`src/rtl/yz_buyruk_sirali_pkg.sv`:
```
// Shared opcodes, FSM state encodings and the latched-instruction record for the
// AI accelerator sequencer.
package yz_buyruk_sirali_pkg;

    localparam logic [2:0] YZ_OP_NOP   = 3'd0;
    localparam logic [2:0] YZ_OP_LOADW = 3'd1;
    localparam logic [2:0] YZ_OP_LOADX = 3'd2;
    localparam logic [2:0] YZ_OP_CLRW  = 3'd3;
    localparam logic [2:0] YZ_OP_CLRX  = 3'd4;
    localparam logic [2:0] YZ_OP_RUN   = 3'd5;

    localparam logic [2:0] ST_IDLE     = 3'd0;
    localparam logic [2:0] ST_BEAT1    = 3'd1;
    localparam logic [2:0] ST_BEAT2    = 3'd2;
    localparam logic [2:0] ST_RUN_WAIT = 3'd3;
    localparam logic [2:0] ST_DONE     = 3'd4;
    localparam logic [2:0] ST_AUTOCLR  = 3'd5;

    typedef struct packed {
        logic [2:0]  op;
        logic [31:0] rs1;
        logic [31:0] rs2;
        logic        rs2_en;
    } yz_instr_t;

    function automatic logic yz_is_load(input logic [2:0] op);
        return (op == YZ_OP_LOADW) || (op == YZ_OP_LOADX);
    endfunction

endpackage

```
`src/rtl/yz_buyruk_sirali_doluluk_sayaci.sv`:
```
// Saturating occupancy counter for one accelerator buffer; clear wins over increment.
module yz_doluluk_sayaci #(
    parameter int DEPTH = 16,
    parameter int CW    = $clog2(DEPTH) + 1
) (
    input  logic          clk,
    input  logic          rst,
    input  logic          i_inc,
    input  logic          i_clr,
    output logic [CW-1:0] o_cnt,
    output logic          o_full,
    output logic          o_empty
);
    logic [CW-1:0] r_cnt;

    always_ff @(posedge clk) begin
        if (rst || i_clr)
            r_cnt <= '0;
        else if (i_inc && !o_full)
            r_cnt <= r_cnt + 1'b1;
    end

    assign o_cnt   = r_cnt;
    assign o_full  = (r_cnt == CW'(DEPTH));
    assign o_empty = (r_cnt == '0);
endmodule

```
`src/rtl/yz_buyruk_sirali.sv`:
```
// Sequencer that turns decoded X-type AI instructions into single-cycle accelerator
// command pulses. Optional macro YZ_OTO_TEMIZLE_EN: joint buffer clear after a clean run.
module yz_buyruk_sirali
    import yz_buyruk_sirali_pkg::*;
#(
    parameter int RUN_LATENCY = 2,
    parameter int DEPTH       = 16
) (
    input  logic        clk,
    input  logic        rst,
    input  logic        in_valid,
    output logic        in_ready,
    input  logic [2:0]  in_op,
    input  logic [31:0] in_rs1,
    input  logic [31:0] in_rs2,
    input  logic        in_rs2_en,
    output logic [31:0] acc_src_reg1_val,
    output logic        acc_rs2_enable,
    output logic        acc_load_w,
    output logic        acc_load_x,
    output logic        acc_clr_w,
    output logic        acc_clr_x,
    output logic        acc_run,
    input  logic        acc_w_full,
    input  logic        acc_x_full,
    input  logic [31:0] acc_dst_reg_val,
    input  logic        acc_exception,
    output logic        out_valid,
    output logic [31:0] out_result,
    output logic        out_exc,
    output logic        busy
);
    localparam int CW = $clog2(DEPTH) + 1;
    localparam int RW = $clog2(RUN_LATENCY + 1);

    logic [2:0]    r_state;
    yz_instr_t     r_ins;
    logic          r_exc;
    logic [31:0]   r_result;
    logic          r_out_valid;
    logic          r_load_w, r_load_x, r_clr_w, r_clr_x, r_run;
    logic [31:0]   r_src;
    logic [RW-1:0] r_wait;

    logic [CW-1:0] w_w_cnt, w_x_cnt;
    logic          w_w_full, w_x_full, w_w_empty, w_x_empty;
    logic          w_is_w, w_tgt_full, w_beat, w_w_inc, w_x_inc, w_w_clr, w_x_clr;
    logic          w_cnt_mismatch;

    assign w_is_w     = (r_ins.op == YZ_OP_LOADW);
    // Local counter and the accelerator's own flag both block a load.
    assign w_tgt_full = w_is_w ? (w_w_full | acc_w_full) : (w_x_full | acc_x_full);
    assign w_beat     = ((r_state == ST_BEAT1) || (r_state == ST_BEAT2)) && yz_is_load(r_ins.op);
    assign w_w_inc    = w_beat && w_is_w && !w_tgt_full;
    assign w_x_inc    = w_beat && !w_is_w && !w_tgt_full;
`ifdef YZ_OTO_TEMIZLE_EN
    assign w_w_clr    = ((r_state == ST_BEAT1) && (r_ins.op == YZ_OP_CLRW)) || (r_state == ST_AUTOCLR);
    assign w_x_clr    = ((r_state == ST_BEAT1) && (r_ins.op == YZ_OP_CLRX)) || (r_state == ST_AUTOCLR);
`else
    assign w_w_clr    = (r_state == ST_BEAT1) && (r_ins.op == YZ_OP_CLRW);
    assign w_x_clr    = (r_state == ST_BEAT1) && (r_ins.op == YZ_OP_CLRX);
`endif
    assign w_cnt_mismatch = (w_w_empty != w_x_empty) || (w_w_cnt != w_x_cnt);

    yz_doluluk_sayaci #(.DEPTH(DEPTH), .CW(CW)) u_w_sayac (
        .clk(clk), .rst(rst), .i_inc(w_w_inc), .i_clr(w_w_clr),
        .o_cnt(w_w_cnt), .o_full(w_w_full), .o_empty(w_w_empty)
    );

    yz_doluluk_sayaci #(.DEPTH(DEPTH), .CW(CW)) u_x_sayac (
        .clk(clk), .rst(rst), .i_inc(w_x_inc), .i_clr(w_x_clr),
        .o_cnt(w_x_cnt), .o_full(w_x_full), .o_empty(w_x_empty)
    );

    always_ff @(posedge clk) begin
        if (rst) begin
            r_state     <= ST_IDLE;
            r_ins       <= '0;
            r_exc       <= 1'b0;
            r_result    <= '0;
            r_out_valid <= 1'b0;
            r_load_w    <= 1'b0;
            r_load_x    <= 1'b0;
            r_clr_w     <= 1'b0;
            r_clr_x     <= 1'b0;
            r_run       <= 1'b0;
            r_src       <= '0;
            r_wait      <= '0;
        end else begin
            r_load_w    <= 1'b0;
            r_load_x    <= 1'b0;
            r_clr_w     <= 1'b0;
            r_clr_x     <= 1'b0;
            r_run       <= 1'b0;
            r_out_valid <= 1'b0;
            case (r_state)
                ST_IDLE: if (in_valid) begin
                    r_ins    <= '{op: in_op, rs1: in_rs1, rs2: in_rs2, rs2_en: in_rs2_en};
                    r_exc    <= 1'b0;
                    r_result <= '0;
                    case (in_op)
                        YZ_OP_LOADW, YZ_OP_LOADX, YZ_OP_CLRW, YZ_OP_CLRX, YZ_OP_RUN:
                            r_state <= ST_BEAT1;
                        default: begin
                            r_exc   <= 1'b1;
                            r_state <= ST_DONE;
                        end
                    endcase
                end
                ST_BEAT1: case (r_ins.op)
                    YZ_OP_CLRW: begin
                        r_clr_w <= 1'b1;
                        r_state <= ST_DONE;
                    end
                    YZ_OP_CLRX: begin
                        r_clr_x <= 1'b1;
                        r_state <= ST_DONE;
                    end
                    YZ_OP_RUN: begin
                        r_run   <= 1'b1;
                        r_wait  <= '0;
                        r_state <= ST_RUN_WAIT;
                    end
                    YZ_OP_LOADW, YZ_OP_LOADX: begin
                        if (w_tgt_full)
                            r_exc <= 1'b1;
                        else begin
                            r_load_w <= w_is_w;
                            r_load_x <= !w_is_w;
                            r_src    <= r_ins.rs1;
                        end
                        r_state <= r_ins.rs2_en ? ST_BEAT2 : ST_DONE;
                    end
                    default: r_state <= ST_IDLE;
                endcase
                ST_BEAT2: begin
                    if (w_tgt_full)
                        r_exc <= 1'b1;
                    else begin
                        r_load_w <= w_is_w;
                        r_load_x <= !w_is_w;
                        r_src    <= r_ins.rs2;
                    end
                    r_state <= ST_DONE;
                end
                ST_RUN_WAIT: begin
                    if (r_wait == RW'(RUN_LATENCY - 1)) begin
                        r_result <= acc_dst_reg_val;
                        r_exc    <= w_cnt_mismatch | acc_exception;
                        r_state  <= ST_DONE;
                    end else
                        r_wait <= r_wait + 1'b1;
                end
                ST_DONE: begin
                    r_out_valid <= 1'b1;
`ifdef YZ_OTO_TEMIZLE_EN
                    r_state     <= ((r_ins.op == YZ_OP_RUN) && !r_exc) ? ST_AUTOCLR : ST_IDLE;
`else
                    r_state     <= ST_IDLE;
`endif
                end
`ifdef YZ_OTO_TEMIZLE_EN
                ST_AUTOCLR: begin
                    r_clr_w <= 1'b1;
                    r_clr_x <= 1'b1;
                    r_state <= ST_IDLE;
                end
`endif
                default: r_state <= ST_IDLE;
            endcase
        end
    end

    assign in_ready         = (r_state == ST_IDLE);
    assign busy             = !in_ready;
    assign acc_src_reg1_val = r_src;
    assign acc_rs2_enable   = 1'b0;
    assign acc_load_w       = r_load_w;
    assign acc_load_x       = r_load_x;
    assign acc_clr_w        = r_clr_w;
    assign acc_clr_x        = r_clr_x;
    assign acc_run          = r_run;
    assign out_valid        = r_out_valid;
    assign out_result       = r_result;
    assign out_exc          = r_exc;
endmodule
```
`config.mk`:
```
export PLATFORM = sky130hd
export DESIGN_NAME = yz_buyruk_sirali
export DESIGN_NICKNAME = d
export VERILOG_FILES = /design/src/rtl/yz_buyruk_sirali_pkg.sv /design/src/rtl/yz_buyruk_sirali_doluluk_sayaci.sv /design/src/rtl/yz_buyruk_sirali.sv
export SDC_FILE = /design/constraint.sdc
export NUM_CORES = 1
export LEC_CHECK = 0
export BUFFER_PORTS_ARGS = -buffer_cell sky130_fd_sc_hd__clkbuf_2
export CAP_MARGIN = 40
export CORE_MARGIN = 2
export CORE_UTILIZATION = 56
export CTS_CLUSTER_SIZE = 40
export DETAILED_ROUTE_END_ITERATION = 6
export PLACE_DENSITY_LB_ADDON = 0.05
export SYNTH_ARGS = -nofsm -noshare
export SYNTH_HDL_FRONTEND = slang
export SYNTH_SLANG_ARGS = --single-unit
```
`constraint.sdc`:
```
create_clock -name clk -period 3.15 [get_ports clk]
set_input_delay 0 -clock clk [delete_from_list [all_inputs] [get_ports clk]]
set_output_delay 0 -clock clk [all_outputs]
set_load 0.01 [all_outputs]
```
==> impl_metrics.json <==
{
  "status": "finished clean",
  "pwr-share-comb_pct": 11.1,
  "slowest_delay_ns": 0.42,
  "route.detailed.drc": 0,
  "gp_congestion": 0.831,
  "r2r_slack_ns": 0.85,
  "swShare_pct": 22.9,
  "dieArea_um2": 12100,
  "critical_path_depth": 8,
  "final_antenna_net_count": 0,
  "io_buffers": 178,
  "cp-startpoint": "u_x_sayac.o_cnt[0]",
  "grt_pass1_vias": 6031,
  "grt_max_degree": 78,
  "area_delta_synth_final_pct": 40.5,
  "htree_num_levels": 4,
  "seq_power_share_pct": 44.0,
  "fillers": 669,
  "path_delay_family": "compound AO/OA/AOI/OAI gates",
  "layout_common_cells": "177 x clkbuf_2, 174 x nand2_1, 154 x dfxtp_1",
  "grt_antenna_before_repair": 0,
  "switchingPower_mw": 1.08,
  "synth.cell_area_um2": 6280,
  "ys_async_sr_fraction_pct": 0,
  "cell_internal_pwr_mw": 3.64,
  "required_ns": 3.60,
  "drive_above_1_share_pct": 25.9,
  "synth_edf_count": 0,
  "clock_latency_ns": 0.53,
  "reg2reg_depth": 8,
  "die_x_um": 110,
  "grt.overflow.total": 0,
  "hold_viol_final": 0,
  "crit_arrival_ns": 2.75,
  "vias": 6131,
  "setup_viol": 0,
  "drt-initial-drc-count": 547,
  "grt_pass1_wl_um": 28000,
  "synth_seq_cells": 154,
  "ctsResizeCount": 0,
  "fin_setup_tns_ns": 0,
  "maxCapViolations": 0,
  "min_path_cells": 4,
  "dr.pass1.iters": 5,
  "crit_end": "acc_src_reg1_val[20]",
  "path_class": "reg -> reg",
  "avgSynthCellArea_um2": 8.57,
  "final_common_cell": "clkbuf_2",
  "irDropWorstVdd_uv": 518,
  "fin_skew_ns": 0.00924,
  "cts.sinks": 154,
  "cp_num_buf_inv": 2,
  "end_kind": "flip-flop",
  "rsz0062_at_grt": "false",
  "vias_per_cell": 5.39,
  "boundaryPins": 180,
  "drv_slew": 0,
  "power_density_nw_per_um2": 535,
  "core_um2": 10900,
  "layout.nets": 1095,
  "final_util_pct": 81.1,
  "die_h_um": 110,
  "crit_chain": "inv_1 > ha_1 > nor3b_1 > a211oi_1 > o221a_2 > buf_12 > nor2_1 > a211oi_2",
  "fin_crit_sh_pct": 73.1,
  "finalWirelength_um": 17400,
  "timing.rr.end": "acc_src_reg1_val[20]",
  "fmax_mhz": 434,
  "worst_slew_pin_slew_ns": 0.839,
  "cts_buffers": 17,
  "cts.reportedPaths.clkPinSlew_ns": 0.06,
  "max_slew_margin_pct": 44.0,
  "slowest_stage": "a211oi_1",
  "postCtsSetupBuffers": 0,
  "track_usage_pct": 29.8,
  "path_max_fanout": 64,
  "synthFlopType": "dfxtp_1",
  "cts_tree": "yes",
  "n_antenna_cell": 0,
  "yosysUniqueCellTypes": 47,
  "final_cells": 1137,
  "power_frac_clock_pct": 44.9,
  "yosys_warnings": 0,
  "synth_nets": 844,
  "start_kind": "flip-flop",
  "synthCells": 733,
  "p_leak_nw": 3.52,
  "rows": 38,
  "clockBufferDepth": 2,
  "dp.cells": 1003,
  "start_util_pct": 57.7,
  "wl_per_cell_um": 15.3,
  "clock-root-buffer": "clkbuf_8",
  "hold_path_class": "in -> reg",
  "dp_hpwl_um": 9680,
  "r2r-start": "u_x_sayac.o_cnt[0]",
  "period_minus_slack_ns": 2.30,
  "ys_seq_area_share_pct": 49.1
}
==> registers in the layout (all words and copies together) (netlist names) <==
| name | count |
|---|---|
| out_valid | 1 |
| u_x_sayac.o_cnt | 5 |
| out_result | 32 |
| u_w_sayac.o_cnt | 5 |
| acc_load_x | 1 |
| acc_clr_w | 1 |
| acc_run | 1 |
| out_exc | 1 |
| acc_src_reg1_val | 32 |
| acc_load_w | 1 |
| r_wait | 2 |
| r_ins | 68 |
| r_state | 3 |
| acc_clr_x | 1 |
==> stage by stage <==
stage          worst slack [ns]  area (µm²)  total power, mW  hold WS, ns
2_1_floorplan              1.27        6280             2.38        0.136
3_3_place_gp               1.04        7170             2.51        0.225
4_1_cts                   0.862        8830             4.74      0.00874
5_1_grt                   0.675        8830             4.90       0.0692
6_report                  0.847        8830             4.72       0.0308
3_5_place_dp              0.940        7170             2.53        0.230
==> worst min-delay path by stage <==
stage | from | end | slack, ns
after CTS | in_valid | r_state[2] | 0.009
after global placement | in_rs2[22] | r_ins[23] | 0.22
after floorplan | in_rs2[9] | r_ins[10] | 0.14
after detailed placement | in_rs2[11] | r_ins[12] | 0.23
after global routing | in_valid | r_state[2] | 0.07
final | in_valid | r_state[2] | 0.03
==> worst min-delay path, delay by kind of cell <==
family | cells | cell delay [ns]
AOI/OAI and AO/OA | 1 | 0.11
buffers and inverters | 1 | 0.10
and+or+nand+nor | 2 | 0.29
==> synthesized netlist by cell type (all sizes together) (3+ instances only) <==
cell / n / area [µm²]
nand2: 175 / 657
dfxtp: 154 / 3080
a21oi: 109 / 546
nor2: 54 / 208
clkbuf: 40 / 151
nand3: 37 / 185
a211oi: 34 / 395
mux2i: 33 / 330
buf: 18 / 145
inv: 11 / 41.3
xnor2: 9 / 78.8
nor3: 8 / 45.0
xor2: 6 / 52.6
ha: 5 / 62.6
nor3b: 5 / 37.5
nand4: 4 / 25.0
nor4: 4 / 40.0
nand2b: 3 / 18.8
o21ai: 3 / 15.0
==> power groups by stage <==
stage | registers (mW) | logic (mW) | clock network [mW]
after floorplan | 2.10 | 0.278 | 0
after detailed placement | 2.12 | 0.407 | 0
after global placement | 2.11 | 0.396 | 0
after global routing | 2.09 | 0.577 | 2.24
after CTS | 2.08 | 0.510 | 2.16
final | 2.08 | 0.525 | 2.12
==> what timing repair did <==
item / CTS / global route
endpoints found under the setup margin: 0 / 0
hold buffers: 102 / 0
endpoints found under the hold margin: 110 / 0
==> per-layer routing <==
layer / global-route usage, % / vias to the layer above / part of all wire (%)
met2: 50.0 / 267 / 49
met3: 7.94 / 63 / 7.1
met5: 0 / - / 0
met1: 34.9 / 2828 / 40
li1: - / 2973 / -
met4: 15.4 / 0 / 3.9
==> kinds of logic after synthesis <==
| logic type | after synthesis | share of synthesized area, % |
|---|---|---|
| and+or+nand+nor | 303 | 21.0 |
| xor gates and xnor gates | 15 | 2.09 |
| AOI/OAI and AO/OA | 153 | 16.1 |
| muxes | 33 | 5.26 |
| other | 1 | 0.0597 |
| adders and majority gates | 5 | 0.996 |
| buffers and inverters | 69 | 5.38 |
| DFF | 154 | 49.1 |
==> final cells by class <==
class	instances	area (µm²)	share of cell area, %
multi-input combinational	510	2880	32.6
clock inverter	5	103	1.16
clock buffer	27	532	6.02
tap	140	175	1.98
timing repair buffer	290	2010	22.8
sequential	154	3080	34.9
inverter	11	41.3	0.468
Note: power is estimated with default switching activity, not from simulation.
